**src/rtl/delay_chain.sv**
```systemverilog
// Parameterised shift/broadcast delay chain with fill tracking, tap select
// and rise/fall detection on bit 0 of the last stage.
module delay_chain #(
  parameter  int WIDTH = 1,
  parameter  int DEPTH = 3,
  localparam int SELW  = $clog2(DEPTH)
) (
  input  logic                   clk,
  input  logic                   reset,
  input  logic [WIDTH-1:0]       sig_in,
  input  logic                   shift_en,
  input  logic                   broadcast,
  input  logic                   flush,
  input  logic [SELW-1:0]        tap_sel,
  output logic [WIDTH*DEPTH-1:0] stage_out,
  output logic [WIDTH-1:0]       tap_out,
  output logic [SELW:0]          fill_count,
  output logic                   full,
  output logic                   rise,
  output logic                   fall
);

  localparam logic [SELW:0] DEPTH_W = (SELW+1)'(DEPTH);
  localparam logic [SELW:0] ONE_W   = (SELW+1)'(1);

  logic [DEPTH-1:0][WIDTH-1:0] stage_q, stage_d;
  logic [DEPTH-1:0]            valid_q, valid_d;
  logic [SELW:0]               fill_q, fill_d;
  logic                        last_q, last_d;

  always_comb begin
    stage_d = stage_q;
    valid_d = valid_q;
    fill_d  = fill_q;
    last_d  = stage_q[DEPTH-1][0];
    if (flush) begin
      stage_d = '0;
      valid_d = '0;
      fill_d  = '0;
      last_d  = 1'b0;
    end else if (shift_en) begin
      if (broadcast) begin
        for (int unsigned i = 0; i < DEPTH; i++) stage_d[i] = sig_in;
        valid_d = '1;
        fill_d  = DEPTH_W;
      end else begin
        stage_d = {stage_q[DEPTH-2:0], sig_in};
        valid_d = {valid_q[DEPTH-2:0], 1'b1};
        // valid bits fill as a thermometer, so popcount is a saturating increment
        fill_d  = (fill_q == DEPTH_W) ? fill_q : fill_q + ONE_W;
      end
    end
  end

  always_ff @(posedge clk) begin
    if (reset) begin
      stage_q <= '0;
      valid_q <= '0;
      fill_q  <= '0;
      last_q  <= 1'b0;
    end else begin
      stage_q <= stage_d;
      valid_q <= valid_d;
      fill_q  <= fill_d;
      last_q  <= last_d;
    end
  end

  always_comb begin
    tap_out = '0;
    for (int unsigned i = 0; i < DEPTH; i++) begin
      if (tap_sel == SELW'(i)) tap_out = stage_q[i];
    end
  end

  assign stage_out  = stage_q;
  assign fill_count = fill_q;
  assign full       = (fill_q == DEPTH_W);
  assign rise       = stage_q[DEPTH-1][0] & ~last_q;
  assign fall       = ~stage_q[DEPTH-1][0] & last_q;

endmodule

```
**config.mk**
```make
export PLATFORM = sky130hd
export DESIGN_NAME = delay_chain
export DESIGN_NICKNAME = d
export VERILOG_FILES = /design/src/rtl/delay_chain.sv
export SDC_FILE = /design/constraint.sdc
export NUM_CORES = 1
export LEC_CHECK = 0
export CAP_MARGIN = 40
export CORE_AREA = 10 10 47 49
export DETAILED_ROUTE_END_ITERATION = 10
export DIE_AREA = 0 0 57 59
export DONT_BUFFER_PORTS = 1
export HOLD_SLACK_MARGIN = 0.02
export PLACE_DENSITY = 0.39
export SLEW_MARGIN = 30
export SYNTH_ARGS = -nofsm -noshare
export SYNTH_HDL_FRONTEND = slang
export SYNTH_SLANG_ARGS = --single-unit
```
**constraint.sdc**
```tcl
create_clock -name clk -period 1.7 [get_ports clk]
set_input_delay 0.51 -clock clk [delete_from_list [all_inputs] [get_ports clk]]
set_output_delay 0.51 -clock clk [all_outputs]
set_load 0.02 [all_outputs]
```
# Yosys cells after proc, flatten, opt, wreduce, memory -nomap -nowiden
# Cells that the tools add are included.
# W data, S select, Z words.
word_totals:
  register_bits: 7
  input_bits: 8
  output_inout_bits: 10
  word_cells: 23
classes:
  add_sub_neg: 1
  n_eq_ne: 4
  n_mux: 6
  bitwise_logic: 4
  reduce_logical: 3
op_table:
  columns: ["cell", "count"]
  rows:
  - ["$mux W3", 3]
  - ["$add A3 B1 Y3 const B", 1]
  - ["$eq A3 B2 Y1 const B", 1]
  - ["$mux W1", 3]
  - ["$and A1 B1 Y1", 2]
  - ["$eq A2 B1 Y1 const B", 1]
  - ["$eq A2 B2 Y1 const B", 1]
  - ["$logic_not A2 Y1", 1]
  - ["$ne A2 B2 Y1 const B", 1]
  - ["$not A1 Y1", 2]
  - ["$reduce_and A2 Y1", 1]
  - ["$reduce_or A2 Y1", 1]

# Longest topological paths before layout
# Gate-level depths: netlist of run 1.
depth:
  ltp_word: 4
  depth_mapped: 5
  ltp_nobuf: 5

# Least setup slack after synthesis of run 1
# No wires, ideal clock.
synth_timing:
  kind: "input to output"
  start: "input port tap_sel[0]"
  end: "output port tap_out"
  arrival_ns: 0.987
  required_ns: 1.190
  setup_slack_ns: 0.203
  path_stages: 2
  path_cell_list: "mux2i_1 -> o22ai_1"
synth_between:
  elab_chain_len: 4
  word_cells_on_any_way: 6
synth_lines:
  columns: ["element", "line_no", "rtl"]
  rows:
  - ["from (decl)", "14", "input logic [SELW-1:0] tap_sel,"]
  - ["$logic_not A2 Y1", "72", "if (tap_sel == SELW'(i)) tap_out = stage_q[i];"]
  - ["$mux W1 (2 in a row)", "72", null]
  - ["$mux W1 (*)", "72", null]
  - ["to (decl)", "16", "output logic [WIDTH-1:0] tap_out,"]
# Every way passes the cells marked *; elsewhere a longest branch is shown, timed or not.

# Final worst setup path of run 1
layout_timing:
  start: "register stage_q (netlist bit stage_out[2])"
  end: "output port tap_out"
layout_between:
  elab_chain_len: 1
layout_lines:
  columns: ["element", "line_no", "rtl"]
  rows:
  - ["from (decl)", "26", "logic [DEPTH-1:0][WIDTH-1:0] stage_q, stage_d;"]
  - ["from (signal assigned)", "62", "stage_q <= stage_d;"]
  - ["$mux W1", "72", null]
# No other way between the ends.

==> run summary, run 1 <==
For the worst setup skew after layout, the log shows 0.1457 ps. The run gives 0 as the number of hold-slack violations in the final timing report. The tools report the final-report max-slew violation count as 0.

The final sum of negative setup slack came out at 0 ps. Total power for the finished layout comes to 0.3717 mW. The highest metal layer carrying signal wires in the routed design is met3. The die is 59 um tall. The worst setup path is launched from a register. After clock tree synthesis, the clock-pin slew on the worst setup and hold paths is 50 ps. The logs give 141.4 um2 for the area taken by flip-flops and latches and 18 for the number of I/O pins.

After detailed routing, the total wire length is 966 um. The tools report the later-pin clock latency in the skew report as 250 ps. Fraction of power consumed by the clock network: 40.3%.

Setup violations remaining at the end of the flow were counted as 0. The type of the worst min-delay path is input pin to register. Global routing consumed, over all layers together, 6.155% of the routing resources.

Yosys printed 0 warnings. After synthesis, the mean cell area works out to 9.905 um2. The analysis attributes to cell leakage a power of 0.1977 nW. The worst pin sits at a relative slew slack of 71.73%. The worst reg2reg path depth is 5, and the number of antenna violations at the first check in global routing is 0. The logs give 2 for the buffer depth of the longest clock path and 46 for the post-synth net total. The number of distinct standard cells referenced by the synthesized netlist is 19, and the number of placement rows is 14. After detailed routing, the number of remaining DRC violations is 0. Number of vias per cell after detailed routing: 4.887. The final cell count without fillers came out at 62. In this run the post-CTS setup repair buffer count came out at 0. The run finished with clean final reports.

The area overhead of the layout relative to synthesis is 26.67%, and the count of antenna-violating nets left after detailed routing is 0. The multi-input combinational cells in the finished layout cover a total of 203.9 um2. The number of cells produced by synthesis is 36. Based on the critical path, the design can be clocked at up to 638.1 MHz.

The run gives 47.0% as the share of power burned in registers. For the sum of overflow across all layers after global routing, the log shows 0. The first global-routing pass estimated 1607 um of wire. Setup repair after global routing left no endpoint under its margin.

The number of clock buffers added by TritonCTS is 3. The tools report the number of fill cells in the layout as 160. The tree built by TritonCTS fans out to 7 sinks. In this run, synthesis produced a sequential element count of 7. Entering global routing, the biggest net connects 9 pins.

Summing the sequential cell areas from Yosys gives 39.30% of the chip area. Share of cells above drive strength 1: 34.78%. The tools report the number of global-route vias before repair as 348. The switching component of the power is 0.09017 mW. The worst setup path category is register to primary output. In the final routed layout, each cell accounts on average for 15.58 um. VDD sags by at most 0.4374 mV.

The maximum fanout along the worst path works out to 6. The count of cells along the worst hold path came out at 1. Counting I/O delays and the setup requirement, the final critical path takes 1567 ps. STA classifies the critical path endpoint as a primary output. The total core area was 0.001401 mm2; the met1 wire length was 327 um.

The data required time of the critical path is 1190 ps, and the arrival time of the worst setup path is 1060 ps. The initial utilization of the core area, before any placement, comes to 25.45%. Net switching is 24.26% of the power.

After detailed routing, the met3 layer carries 181 um of wire. At the pin with the least slew margin, the transition time is 423.2 ps. For the internal power summed over all cells, the log shows 0.2816 mW.

CTS placed an instance of clkbuf_4 at the clock tree root. For the routed via count, the log shows 303. The worst path uses 92.19% of the clock period. In this run the tool buffered the top-level ports with 0 buffer cells. The run gives 1 as the depth of the CTS H-tree.

The share of the core filled with cells is 32.23%, and the number of DRC markers in iteration 0 is 0. For the number of iterations in the first detailed-routing pass, the log shows 1. The length of routed met2 wiring came out at 457 um. The number of max-cap violations came out at 0. Combinational logic burns 12.7% of the power.

Dividing total power by cell area gives a power density of 823.0 mW/mm2. The die covers 0.003363 mm2. TritonCTS built the clock tree. The number of cells in the design after placement came out at 58.

The repair_antennas step left the layout with diodes totalling 0. At the end of routability-driven placement, the weighted congestion stood at 0.7611. The chip width came out at 57 um. In the final design database the tool counted 57 nets. For the post-synthesis cell area, the log shows 356.6 um2.
## registers in the layout, indices dropped and copies added (netlist names)
signal and cells:
stage_out 3, fill_count 3, last_q 1
## cells in the mapped netlist, drive strengths merged
cell type / number / area [um2]
a21boi: 1 / 18.77
a21oi: 2 / 10.01
a31oi: 1 / 6.260
and2: 1 / 6.260
buf: 1 / 7.510
dfxtp: 7 / 140.1
ha: 2 / 25.02
inv: 2 / 7.500
mux2i: 4 / 40.04
nand2: 3 / 11.26
nor2: 3 / 11.26
nor2b: 2 / 12.51
o21a: 1 / 7.510
o21ai: 2 / 10.01
o221a: 1 / 11.26
o22ai: 1 / 6.260
o32ai: 1 / 16.27
or2: 1 / 8.760
## layout make-up
cell class | instances | share of cell area, %
timing repair buffer | 7 | 11.63
sequential | 7 | 31.30
tap | 16 | 4.432
clock buffer | 4 | 5.817
multi-input combinational | 26 | 45.15
inverter | 2 | 1.662
## logic make-up after synthesis
logic type | count (synthesis) | synth area share (%)
compound gates | 10 | 24.22
fa+ha+maj | 2 | 7.016
buf+inv | 3 | 4.209
flops | 7 | 39.30
mux | 4 | 11.23
simple gates | 10 | 14.04
## through the flow
step | hold slack (ps) | cell area [um2] | setup slack (ps)
2_1_floorplan | 575.1 | 356.6 | 203.3
3_3_place_gp | 604.4 | 421.7 | 283.8
3_5_place_dp | 605.5 | 421.7 | 244.8
4_1_cts | 337.9 | 449.2 | 54.76
5_1_grt | 333.6 | 451.7 | 30.53
6_report | 345.4 | 451.7 | 132.7
## critical path, stage by stage (launching register included)
cell	delay, ps
dfxtp_2	420
nand2_1	70
o22ai_1	150
buf_4	170
## power groups by stage
stage	Sequential [mW]	Clock, mW	Combinational (mW)
floorplan	0.183	0	0.0302
global placement	0.178	0	0.0460
detailed placement	0.178	0	0.0481
CTS	0.175	0.154	0.0482
global route	0.175	0.169	0.0518
finish	0.175	0.150	0.0472
## metal layers
layer | GRT usage, % | vias to the layer above
li1 | - | 150
met1 | 5.030 | 137
met2 | 10.23 | 16
met3 | 6.652 | 0
met4 | 1.007 | 0
met5 | 0 | -
## layout by cell type, fill, tap and decap left out
| master | n |
|---|---|
| clkbuf_4 | 3 |
| nor2b_1 | 2 |
| mux2i_1 | 4 |
| inv_2 | 1 |
| inv_1 | 1 |
| ha_2 | 1 |
| clkbuf_1 | 1 |
| o21ai_0 | 2 |
| buf_4 | 7 |
| dfxtp_2 | 1 |
| a31oi_1 | 1 |
| o32ai_2 | 1 |
| a21oi_1 | 2 |
| nand2_1 | 3 |
| and2_1 | 1 |
| ha_1 | 1 |
| a21boi_4 | 1 |
| or2_4 | 1 |
| o221a_1 | 1 |
| o21a_1 | 1 |
| o22ai_1 | 1 |
| dfxtp_1 | 6 |
| nor2_1 | 3 |
## worst paths after layout
check,start,endpoint,slack [ps]
worst max-delay path,stage_out[2],tap_out,130
worst max register to register,fill_count[0],fill_count[1],370
worst min register to register,stage_out[2],last_q,570
worst min-delay path,shift_en,stage_out[2],350
## timing repair
item                                    in CTS  in global routing
resized for setup                            1                  1
endpoints found under the setup margin       1                  1
pin swaps                                    0                  0
hold buffers                                 0                  0
endpoints found under the hold margin        0                  0
(Power assumes the default switching activity.)
==> run 2: changes to the inputs <==
Settings changed: PLACE_DENSITY 0.39 to 0.36.
==> run summary, run 2 (synthesized netlist as in run 1, its figures left out) <==
STA classifies the critical path endpoint as a primary output. The tools report the number of I/O pins as 18 (unchanged). The total power per unit cell area was 832.8 mW/mm2 (+1.2%); the share of cells above drive strength 1 was 32.61% (-2.2 points). The tools report the antenna cell count as 0 (unchanged).

Chip width: 57 um (unchanged). Setup repair after global routing left no endpoint under its margin. The worst hold path belongs to the class input pin to register. The total routing usage reported by global routing was 5.920% (-0.23 points).

The cell sitting at the root of the clock tree is a clkbuf_4. The pin slew with the least headroom to its limit works out to 410.5 ps (-12.70 ps). The tools report the total core area as 0.001401 mm2 (unchanged).

The tools report the sink of the worst hold path as stage_out[2]. The most frequent cell on the critical path is ha_1. The run gives 1190 ps (about the same) as the data required time of the critical path.

Worst setup path category: register to primary output. The shortest period the worst path allows came out at 1604 ps (+37.02 ps). The share of the core filled with cells was 32.05% (-0.18 points). The count of antenna-violating nets left after detailed routing came out at 0 (unchanged).

The tools report the critical register-to-register path endpoint as fill_count[1]. The buffer depth of the longest clock path is 2 (unchanged), and the mean routed wirelength per cell is 14.16 um (-9.1%). The floorplan die height works out to 59 um (unchanged).

The clock buffer count from CTS was 3 (unchanged); the count of cells along the worst hold path was 1 (unchanged). Leaving out fill and tap cells, the most frequent cells in the layout are buf_4 (7), dfxtp_1 (6), mux2i_1 (4). The number of antenna violations at the first check in global routing is 0 (unchanged). The logs give 0 (unchanged) for the number of max-cap violations and 449.2 um2 (-0.55%) for the total non-filler cell area in the finished layout.

The logs give 2 (+1) for the number of iterations in the first detailed-routing pass and 0.7264 (-4.6%) for the final estimated routing congestion in global placement. The logs give 878 um (-9.1%) for the final wirelength and 0.3009 mV (-31%) for the maximum VDD drop. The fmax was 623.3 MHz (-2.3%); the worst setup skew after layout was 0.1490 ps (+0.003303 ps). The number of global-route vias before repair came out at 304 (-13%). The detailed-placement wirelength estimate was 739.1 um; the maximum fanout along the worst path was 3 (-3). The logs give 0.1988 nW (+0.59%) for the static leakage power and 331.4 ps (-13.94 ps) for the worst hold slack after final layout. Walking the worst path, the cells encountered are ha_1 > ha_1. For the final-report max-slew violation count, the log shows 0 (unchanged). Worst reg2reg path depth: 5 (unchanged). The tools report the type of element launching the critical path as a register. The clock-pin transition on the worst setup and hold timing paths came out at 50 ps (about the same).

The area overhead of the layout relative to synthesis was 25.96%. The most common library cell in the layout ignoring fill and taps is buf_4. The initial standard-cell utilization of the core is 25.45% (unchanged).

The global-route wire length before repair was 1476 um (-8.2%). For this design, the slowest cell found on the critical path is ha_1. The tools report the depth of the CTS H-tree as 1 (unchanged). The met3 usage in global routing was 3.863% (-2.8 points); the relative slew slack was 72.58% (+0.85 points). The flow ran to the end, and the final reports show no timing, DRC or antenna violations. The logs give 0 (unchanged) for the number of buffers inserted for hold repair after clock tree synthesis and 280 ps (-90 ps) for the register-to-register path setup slack.

The tools report the area of placed instances as 421.7 um2 (unchanged). The tools report the later-pin clock latency in the skew report as 250 ps (about the same). TritonCTS built the clock tree.

Arrival time of the worst setup path: 1090 ps (+30 ps). For the remaining design rule violation count, the log shows 0 (unchanged). The worst stage delay on the critical path works out to 370 ps (-50 ps). The met1 routing resource usage after global routing was 4.869% (-0.16 points).

The sum of overflow across all layers after global routing was 0 (unchanged). The routed via count was 293 (-3.3%). Number of I/O port buffers: 0 (unchanged). The worst hold path begins at shift_en. The tools report the area of the die as 0.003363 mm2 (unchanged). The tools report the global-route track usage on met2 as 9.302% (-0.93 points).

The largest net degree at the start of global routing was 9 (unchanged); the portion of the clock cycle consumed by the worst path in the final layout was 94.37% (+2.2 points). The number of hold-slack violations in the final timing report is 0 (unchanged), and the final sum of negative setup slack is 0 ps (unchanged). The number of vias per cell after detailed routing came out at 4.726 (-3.3%). Number of DRC markers in iteration 0: 3 (+3).

The final layout net count is 57 (unchanged). The reg-to-reg startpoint is fill_count[0]. After global routing, the most crowded layer is met2. Clock sink count: 7 (unchanged). The tools report the number of placement rows as 14 (unchanged). Total setup violations reported at the end of the flow: 0 (unchanged).
## run 2: cell count changes in the layout (fill, tap and decap cells not counted)
cell and change:
ha_1 +1, ha_2 -1
## run 2: final cells by class
class / instances / area (um2)
fillers: 159 / 952.2
repair buffers: 7 / 52.55
multi-input cells: 26 / 201.4
clock buffers: 4 / 26.28
inverters: 2 / 7.507
flip-flops and latches: 7 / 141.4
well taps: 16 / 20.02
## run 2: how the worst max path moves through the flow
stage / start / to / cells after the start
global placement: tap_sel[0] / tap_out / 3
global route: fill_count[0] / full / 2
floorplan: tap_sel[0] / tap_out / 2
CTS: stage_out[2] / tap_out / 3
finish: fill_count[0] / full / 2
detailed placement: tap_sel[0] / tap_out / 3
## run 2: metal layers
| layer | up-vias | part of all wire (%) | routed length [um] |
|---|---|---|---|
| met5 | - | 0 | 0 |
| met3 | 4 | 13 | 110 |
| li1 | 150 | - | - |
| met2 | 9 | 52 | 457 |
| met4 | 0 | 3.0 | 26 |
| met1 | 130 | 32 | 283 |
## run 2: what timing repair did
item,4_1_cts,5_1_grt
setup endpoints to repair,0,1
setup buffers,0,0
hold endpoints to repair,0,0
resized for setup,0,1
## run 2: power by group
part           switching (mW)  total, mW  internal [mW]
Combinational          0.0244     0.0464         0.0220
Clock                  0.0635      0.153         0.0897
Sequential            0.00464      0.175          0.170
## run 2: stage by stage
step           worst slack (ps)  total power [mW]  std cells
2_1_floorplan             203.3            0.2137         36
3_3_place_gp              283.8            0.2239         58
3_5_place_dp              273.9            0.2247         58
4_1_cts                   10.49            0.3811         62
5_1_grt                   35.71            0.3918         62
6_report                  95.71            0.3741         62
## run 2: critical path, delay by kind of cell, from the launching register on
kind / cells / cell delay (ps)
flops: 1 / 330
fa+ha+maj: 2 / 520
==> run 3: changes to the inputs <==
Settings changed: ABC_AREA set to 1, PLACE_DENSITY 0.36 to 0.39.
==> run summary, run 3 <==
Number of placement rows: 14 (unchanged). The logs give 0 (unchanged) for the remaining design rule violation count and 1110 ps (+20 ps) for the arrival time of the worst setup path. The path class of the tightest hold or removal check is input pin to register.

The relative slew slack is 74.63% (+2.1 points). The total setup violations reported at the end of the flow is 0 (unchanged), and the total core area is 0.001401 mm2 (unchanged). The total power per unit cell area was 811.4 mW/mm2 (-2.6%). The library cell used most frequently in the layout, excluding fill and tap cells, is nor2_1.

The number of buffers inserted for hold repair after clock tree synthesis was 0 (unchanged). The chip width was 57 um (unchanged); the flip-flop and latch count after synthesis was 7 (unchanged). For the sum of overflow across all layers after global routing, the log shows 0 (unchanged). Most common cell in the synthesized netlist: nor2_1. Setup repair after global routing left no endpoint under its margin. Data required time of the critical path: 1190 ps (about the same). The tools report the maximum VDD drop as 0.3738 mV (+24%). Startpoint of the worst setup timing path: stage_out[2]. The run gives 928 um (+5.7%) as the final wirelength. The clock buffer count from CTS was 3 (unchanged).

The worst setup path category is register to primary output. The buffer depth of the longest clock path was 2 (unchanged). In the layout the commonest cells are nor2_1 (13), nand2_1 (11), inv_1 (8), dfxtp_1 (7), buf_4 (6).

Static leakage power: 0.2359 nW (+19%). In this run the critical register-to-register path is launched from fill_count[0]. The run gives 1545 um (+4.7%) as the global-route wire length before repair.

The register-to-register path setup slack is 450 ps (+170 ps). The number of fill cells in the layout was 176 (+11%). The mean routed wirelength per cell works out to 11.18 um (-21%). The tree is rooted in a clkbuf_4. The startpoint identified for the worst hold timing path is shift_en.

The logs give 0 (unchanged) for the number of antenna violations at the first check in global routing and 79 (+36%) for the number of cells in the design after placement. The number of cells produced by synthesis came out at 58 (+61%). For the Yosys warning count, the log shows 0 (unchanged). Ranked by instance count, the synthesized netlist is headed by nor2_1 (14), nand2_1 (11), inv_1 (8).

The worst setup path is launched from a register. The maximum fanout along the worst path came out at 4 (+1). The run finished with clean final reports. For the final layout net count, the log shows 78 (+37%).

The shortest period the worst path allows is 1623 ps (+18.42 ps). The share of power burned in registers is 45.8% (-0.9 points), and the number of enable flip-flop cells after synthesis is 0 (unchanged). The run gives 0 (unchanged) as the count of antenna-violating nets left after detailed routing. Library cell occupying the most area in the post-synthesis netlist: dfxtp_1. Area overhead of the layout relative to synthesis: 21.22%.

Fraction of power consumed by the clock network: 39.7% (-1.3 points). The initial standard-cell utilization of the core is 27.77% (+2.3 points), and the internal power summed over all cells is 0.2820 mW (+0.14%). The number of distinct standard cells referenced by the synthesized netlist was 15 (-4).

The run gives 9 (unchanged) as the largest net degree at the start of global routing. For the area taken by flip-flops and latches, the log shows 140.1 um2 (-0.89%). The post-synth net total is 68 (+48%). The logs give 0 (unchanged) for the antenna cell count and 0 (unchanged) for the final-report max-slew violation count. For the fmax, the log shows 616.3 MHz (-1.1%).

The area share of the largest cell type after synthesis is 36.01% (-3.3 points). The post-synthesis cell area was 389.1 um2 (+9.1%); the final cell count without fillers was 83 (+34%). The run gives 0 (unchanged) as the number of setup buffers added after CTS. The type of destination of the critical path was a primary output. For the final estimated routing congestion in global placement, the log shows 0.6956 (-4.2%).

The sequential area share after synthesis came out at 36.01% (-3.3 points). The number of I/O port buffers works out to 0 (unchanged). The depth of the CTS H-tree is 1 (unchanged).

The number of I/O pins is 18 (unchanged), and the clock-pin transition on the worst setup and hold timing paths is 50 ps (about the same). Async set or reset register ratio after synthesis: 0% (unchanged). The logs give 6.158% (+0.24 points) for the total routing usage reported by global routing and 14.5% (+2.1 points) for the logic gate share of total power. Number of global-route vias before repair: 349 (+15%). The number of iterations in the first detailed-routing pass was 2 (unchanged). The tools report the final sum of negative setup slack as 0 ps (unchanged). The area of the die was 0.003363 mm2 (unchanged); the floorplan die height was 59 um (unchanged).

The worst setup skew after layout is 2.475 ps (+2.326 ps), and the fraction of power spent switching nets is 26.33% (+1.6 points). The average size of a mapped cell works out to 6.709 um2 (-32%). The logs give 371 (+27%) for the routed via count and 3 (unchanged) for the number of DRC markers in iteration 0. The run gives 202.7 um2 (+0.62%) as the multi-input logic area. The worst reg2reg path depth works out to 7 (+2).

The critical register-to-register path endpoint was fill_count[2]. The pin slew with the least headroom to its limit was 379.1 ps (-31.42 ps). The switching component of the power is 0.1008 mW (+9.0%), and the clock sink count is 7 (unchanged).

Later-pin clock latency in the skew report: 250 ps (about the same). In this run the worst setup path terminates at rise. The share of cells above drive strength 1 was 23.88% (-8.7 points); the number of vias per cell after detailed routing was 4.470 (-5.4%). TritonCTS built the clock tree.

The number of max-cap violations was 0 (unchanged). By area the synthesized netlist is led by dfxtp_1 (36%), nor2_1 (14%), nand2_1 (11%). The portion of the clock cycle consumed by the worst path in the final layout is 95.45% (+1.1 points), and the post-cts repair resize count is 1 (+1). The number of hold-slack violations in the final timing report is 0 (unchanged). In the synthesized netlist the dominant register cell turns out to be dfxtp_1.

For the detailed-placement wirelength estimate, the log shows 797.4 um (+7.9%).
[run 3: cell type report]
| class | instances | area share, % |
|---|---|---|
| multi-input cells | 40 | 42.97 |
| clock buffers | 4 | 5.570 |
| flip-flops and latches | 7 | 29.71 |
| repair buffers | 6 | 9.549 |
| well taps | 16 | 4.244 |
| inverters | 10 | 7.958 |
[run 3: cells by family (layout without fill, tap and decap cells)]
kind of cell	after synthesis	in the layout	synth area share, %
compound gates	4	4	6.751
fa+ha+maj	2	2	6.430
buf+inv	11	20	12.54
flops	7	7	36.01
simple gates	34	34	38.26
[run 3: power by group through the flow]
stage | combinational (mW) | sequential [mW] | clock, mW
after floorplan | 0.0378 | 0.185 | 0
after global placement | 0.0563 | 0.179 | 0
after detailed placement | 0.0564 | 0.179 | 0
after CTS | 0.0570 | 0.175 | 0.158
after global routing | 0.0630 | 0.176 | 0.169
final | 0.0555 | 0.175 | 0.152
[run 3: through the flow]
stage | hold slack, ps | worst slack (ps) | cell area (um2) | total power [mW] | utilization, %
final | 399.3 | 77.29 | 471.7 | 0.3827 | 33.66
after global routing | 405.7 | 4.788 | 471.7 | 0.4082 | 33.66
after CTS | 391.3 | 46.03 | 471.7 | 0.3902 | 33.66
after detailed placement | 545.2 | 223.4 | 442.9 | 0.2353 | 31.61
after global placement | 547.3 | 258.5 | 442.9 | 0.2350 | 31.61
after floorplan | 557.1 | 63.19 | 389.1 | 0.2231 | -
[run 3: worst min-delay path by stage]
stage,end,cells after the start
2_1_floorplan,stage_out[0],2
6_report,stage_out[0],2
4_1_cts,stage_out[0],2
3_3_place_gp,fill_count[2],4
5_1_grt,stage_out[0],2
3_5_place_dp,fill_count[2],4
[run 3: critical path: stages, from the launching register on]
cell and delay (ps):
dfxtp_1 490, inv_1 140, nor2_2 230
[run 3: metal layers]
layer / GRT usage, % / part of all wire (%)
met4: 6.040 / 3.6
met1: 6.115 / 40
met3: 4.077 / 16
met5: 0 / 0
met2: 8.372 / 40
